File: src/rtl/dmem_arb_pkg.sv
// dmem_arb_pkg: shared definitions for the data-memory arbiter.
//   XLEN            - data/address width of the attached dmem
//   PORT_CORE/AUX   - port ids (core datapath = 0, loader/debug = 1)
//   state_t         - response FSM encoding (IDLE / RESP)
package dmem_arb_pkg;

    localparam int XLEN = 32;

    localparam logic PORT_CORE = 1'b0;
    localparam logic PORT_AUX  = 1'b1;

    typedef enum logic {
        IDLE = 1'b0,   // no response pending
        RESP = 1'b1    // a response is presented this cycle
    } state_t;

endpackage

File: src/rtl/arb_rr2.sv
// arb_rr2: two-requester grant logic for dmem_arbiter.
// Build option: DMEM_ARB_RR_EN selects round-robin (a 1-bit preferred-port
// pointer lives here); otherwise port 0 has fixed priority and no flop exists.
// Ports:
//   clk, rst  - clock / asynchronous active-high reset (pointer only)
//   valid     - per-port request valid
//   advance   - an acceptance happened this cycle
//   grant     - one-hot grant (zero when nothing is valid)
import dmem_arb_pkg::*;

module arb_rr2 (
    input  logic       clk,
    input  logic       rst,
    input  logic [1:0] valid,
    input  logic       advance,
    output logic [1:0] grant
);

`ifdef DMEM_ARB_RR_EN
    logic ptr;

    // After an acceptance, prefer the port that did not just win.
    always_ff @(posedge clk or posedge rst) begin
        if (rst)
            ptr <= PORT_CORE;
        else if (advance)
            ptr <= grant[0];
    end

    assign grant[0] = valid[0] & (~valid[1] | (ptr == PORT_CORE));
    assign grant[1] = valid[1] & (~valid[0] | (ptr == PORT_AUX));
`else
    logic unused_rr;
    assign unused_rr = clk ^ rst ^ advance;

    assign grant[0] = valid[0];
    assign grant[1] = valid[1] & ~valid[0];
`endif

endmodule

File: src/rtl/dmem_arbiter.sv
// dmem_arbiter: shares a single-port synchronous dmem between the core
// (port 0) and an auxiliary master (port 1). One request is issued per
// cycle; its response appears in the following cycle.
// Build option: DMEM_ARB_RR_EN enables round-robin arbitration.
// Handshake: a request is accepted in any cycle where req_valid[i] and
// req_ready[i] are both high; the losing port holds valid and its fields
// stable until accepted. Responses are a one-cycle resp_valid strobe with
// no backpressure; resp_err and resp_rdata are qualified by resp_valid.
// Ports:
//   clk, rst                   - clock / asynchronous active-high reset
//   req_valid/ready/we [1:0]   - per-port request handshake and store flag
//   req_addr0/1, req_wdata0/1  - per-port word address and store data
//   resp_valid [1:0], resp_err - response strobe per port, out-of-range flag
//   resp_rdata                 - load data (zero for stores and errors)
//   mem_addr/wdata/we          - to dmem
//   mem_rdata                  - from dmem (registered read data)
//   dbg_state                  - response FSM state
import dmem_arb_pkg::*;

module dmem_arbiter #(
    parameter longint unsigned SIZE = 64'd1 << XLEN
) (
    input  logic            clk,
    input  logic            rst,
    input  logic [1:0]      req_valid,
    output logic [1:0]      req_ready,
    input  logic [1:0]      req_we,
    input  logic [XLEN-1:0] req_addr0,
    input  logic [XLEN-1:0] req_addr1,
    input  logic [XLEN-1:0] req_wdata0,
    input  logic [XLEN-1:0] req_wdata1,
    output logic [1:0]      resp_valid,
    output logic            resp_err,
    output logic [XLEN-1:0] resp_rdata,
    output logic [XLEN-1:0] mem_addr,
    output logic [XLEN-1:0] mem_wdata,
    output logic            mem_we,
    input  logic [XLEN-1:0] mem_rdata,
    output state_t          dbg_state
);

    logic [1:0]      grant;
    logic            any_grant;
    logic            sel;
    logic [XLEN-1:0] addr_sel;
    logic [XLEN-1:0] wdata_sel;
    logic            we_sel;
    logic            in_range;

    state_t state, state_next;
    logic   resp_id_q;
    logic   is_read_q;
    logic   err_q;

    // Nothing is granted while reset is held.
    arb_rr2 u_arb (
        .clk     (clk),
        .rst     (rst),
        .valid   (req_valid & {2{~rst}}),
        .advance (any_grant),
        .grant   (grant)
    );

    assign req_ready = grant;
    assign any_grant = |grant;
    assign sel       = grant[1];
    assign addr_sel  = sel ? req_addr1  : req_addr0;
    assign wdata_sel = sel ? req_wdata1 : req_wdata0;
    assign we_sel    = sel ? req_we[1]  : req_we[0];
    assign in_range  = 64'(addr_sel) < SIZE;

    always_comb begin
        mem_addr  = '0;
        mem_wdata = '0;
        mem_we    = 1'b0;
        if (any_grant) begin
            mem_addr  = addr_sel;
            mem_wdata = wdata_sel;
            mem_we    = we_sel & in_range;
        end
    end

    // Response FSM: state register.
    always_ff @(posedge clk or posedge rst) begin
        if (rst)
            state <= IDLE;
        else
            state <= state_next;
    end

    // Response FSM: next state. Each acceptance yields exactly one response.
    always_comb begin
        state_next = any_grant ? RESP : IDLE;
    end

    // Captured response attributes; cleared when nothing was accepted so the
    // rdata mask and error flag are zero outside a response cycle.
    always_ff @(posedge clk or posedge rst) begin
        if (rst) begin
            resp_id_q <= PORT_CORE;
            is_read_q <= 1'b0;
            err_q     <= 1'b0;
        end else begin
            resp_id_q <= sel;
            is_read_q <= any_grant & ~we_sel & in_range;
            err_q     <= any_grant & ~in_range;
        end
    end

    // Response FSM: outputs.
    always_comb begin
        resp_valid = 2'b00;
        if (state == RESP)
            resp_valid = (resp_id_q == PORT_AUX) ? 2'b10 : 2'b01;
        resp_err   = err_q;
        resp_rdata = is_read_q ? mem_rdata : '0;
        dbg_state  = state;
    end

endmodule

File: config.mk
export PLATFORM = sky130hd
export DESIGN_NAME = dmem_arbiter
export DESIGN_NICKNAME = d
export VERILOG_FILES = /design/src/rtl/dmem_arb_pkg.sv /design/src/rtl/arb_rr2.sv /design/src/rtl/dmem_arbiter.sv
export SDC_FILE = /design/constraint.sdc
export NUM_CORES = 1
export LEC_CHECK = 0
export ABC_AREA = 1
export BUFFER_PORTS_ARGS = -buffer_cell sky130_fd_sc_hd__buf_2
export CAP_MARGIN = 40
export CORE_AREA = 2 2 106 108
export CTS_BUF_LIST = sky130_fd_sc_hd__clkbuf_4
export CTS_CLUSTER_SIZE = 10
export DETAILED_ROUTE_END_ITERATION = 8
export DIE_AREA = 0 0 108 110
export PLACE_DENSITY_LB_ADDON = 0.08
export SLEW_MARGIN = 15
export SYNTH_ARGS = -nofsm -noshare
export SYNTH_HDL_FRONTEND = slang
export SYNTH_HIERARCHICAL = 1
export SYNTH_SLANG_ARGS = --single-unit
File: constraint.sdc
create_clock -name clk -period 1.4 [get_ports clk]
set_input_delay 0 -clock clk [delete_from_list [all_inputs] [get_ports clk]]
set_output_delay 0 -clock clk [all_outputs]
set_load 0.005 [all_outputs]
==> metrics.md <==
| Metric | Value |
|---|---|
| Comb pwr share | 74.3% |
| Placed cell areas | 2850 sq um |
| Critical path required time | 1.40 ns |
| First-pass GRT wire length | slightly above 10000 um |
| Worst vdd ir | 121 uV |
| Synth top area share | between 30% and 40% |
| Synth warnings | 6 |
| Synthesized area | 1400 sq um |
| Root buffer cell | clkbuf_4 |
| Internal | between 600 and 700 uW |
| Cts repair resizes | 0 |
| Die area | around 12000 sq um |
| Post-synth top area cell | nand2_1 |
| Seq/Total Area, Yosys | 5.35% |
| Fmax | 909 MHz |
| CP Class | flop to output pin |
| Final wirelength | approximately 7200 um |
| Hold Vio Cnt, Final | 0 |
| Core area | 10700 sq um |
| Crit-path max FO | 32 |
| Detailed Place HPWL | around 6000 um |
| Max cap viols | 0 |
| Leakage | 0.00219 uW |
| Vias in the first global route | 2328 |
| Pre-CTS setup slack | 0.289 ns |
| Htree depth | 1 |
| Clock sink total | 3 |
| Tcrit/Tclk final | 78.6% |
| Pin count of the biggest net entering global routing | 38 |
| # setup viols final | 0 |
| Clock power share | 16.4% |
| Num CTS Buffers | 3 |
| GRT Overall Usage | 10.6% |
| Final net count | roughly 740 |
| Layout cells sized above 1 | about half |
| Hold-fix buffers, CTS | 1 |
| CP arrival | 1.10 ns |
| Sequential power share | roughly a tenth |
| Net Sw Power | between 400 and 500 uW |
| Power per cell area | 357 nW/um^2 |
| Fillers | around 1200 |
| Chip Height | 110 um |
| Die W | 108 um |
| Max Transition Viols Final | 0 |
| RSZ-0062 raised after global routing | no |
| Startpoint Class | flop |
| GR Overflow Total | 0 |
| Clock buffer depth | 2 |
| Synth top area cells | nand2_1, nor2_1, inv_1 |
| Design Area, Final | between 2000 and 3000 sq um |
| Setup TNS | 0 ns |
| Clock-pin slew on the worst setup and hold paths | roughly 0.03 ns |
| Placer congestion estimate | between 0.7 and 0.8 |
| #FFs+latches synth | 3 |
| Post-synth cell types | 14 |
| Top-Level Pins | 269 |
| CP endpoint kind | output pin |
| Diode count | 0 |
| Synth Instances | 312 |
| Sw Ratio | 40.1% |
| Setup ws final | 0.300 ns |
| Via/cell ratio | 3.69 |
| Detailed-route via count | 2619 |
| Post CTS Setup Buffer Count | 0 |
| Avg Cell Area, Syn | 4.50 sq um |
| Remaining DRCs | 0 |
| Worst min-delay path class | input pin to flop |
| Port bufs | 267 |
| Starting DRT DRC Count | 57 |
| Initial Utilization | 13.1% |
| Area grow syn2layout | 106% |
| ANT nets after route | 0 |
| Std-Cell Rows | 38 |
| Syn_nets | 478 |
| WL/cell | 10.1 um |
| DR pass1 iterations | 4 |
| Outcome | complete, no violations |
| Initial antenna violation count | 0 |
| CTS tree | built |
| Final min period | 1.10 ns |
power by group through the flow:
stage	Combinational (uW)	Sequential (uW)	Clock (uW)
final	766	96.4	169
after global routing	874	97.1	185
after CTS	782	96.6	177
after detailed placement	776	97.7	0
after global placement	780	97.9	0
after floorplan	331	98.4	0
flip-flops by register name (all words and copies together), names as in the netlist:
signal / cells
resp_id_q: 1
is_read_q: 1
dbg_state: 1
metal layers:
metal  track usage (%)  share of wire (%)  vias to the layer above
met5                 0                  0                        -
met4              2.93                1.1                        0
met3              2.00                9.9                        4
met2              22.6                 55                      140
met1              10.2                 34                     1066
li1                  -                  -                     1409
cells by family after synthesis:
family / synth area share, %
AO/OA/AOI/OAI: 10.7
buffers and inverters: 24.4
other: 0.267
AND/OR/NAND/NOR: 59.3
flip-flops: 5.35
layout by cell type, fill, tap and decap left out:
cell,synthesis,layout
buf_2,9,267
nor2_2,1,1
nor2_1,66,65
nor2_8,1,1
conb_1,1,1
inv_2,2,2
nand2_2,10,10
buf_12,0,3
clkbuf_4,0,4
a21oi_1,30,30
dlygate4sd3_1,0,1
buf_4,9,5
nor2_4,0,1
dfrtp_1,3,3
nand2_1,132,132
inv_1,43,43
stage by stage:
stage	cells	power, uW	utilization (%)	hold slack (ns)
floorplan	312	429	-	-0.246
global placement	704	878	26.6	-0.0908
detailed placement	704	874	26.6	-0.0926
CTS	709	1060	27.0	0.0273
global route	709	1160	27.0	0.0508
finish	709	1030	27.0	0.0340
path summary, 6_finish.rpt:
check / start / endpoint / cells past startpoint
setup / recovery: is_read_q / resp_rdata[5] / 4
hold / removal: req_we[0] / is_read_q / 4
max in group asynchronous: rst / is_read_q / 3
min in group asynchronous: rst / resp_id_q / 3
critical path, stage by stage, from the launching register on:
cell	delay, ns
dfrtp_1	0.31
buf_4	0.28
nand2_1	0.11
inv_1	0.06
buf_2	0.10
Yosys cell counts, drive strengths merged:
| master | instances |
|---|---|
| nand2 | 142 |
| buf | 23 |
| a21oi | 30 |
| nor2 | 68 |
| conb | 1 |
| dfrtp | 3 |
| inv | 45 |
area by class of cell:
class	count	area (sq um)	area share (%)
timing repair buffer	276	1440	50.0
multi-input combinational	241	993	34.4
clock buffer	4	30.0	1.04
sequential	3	75.1	2.60
inverter	45	169	5.85
tap	140	175	6.07
Power figures use the tool's default switching activity.
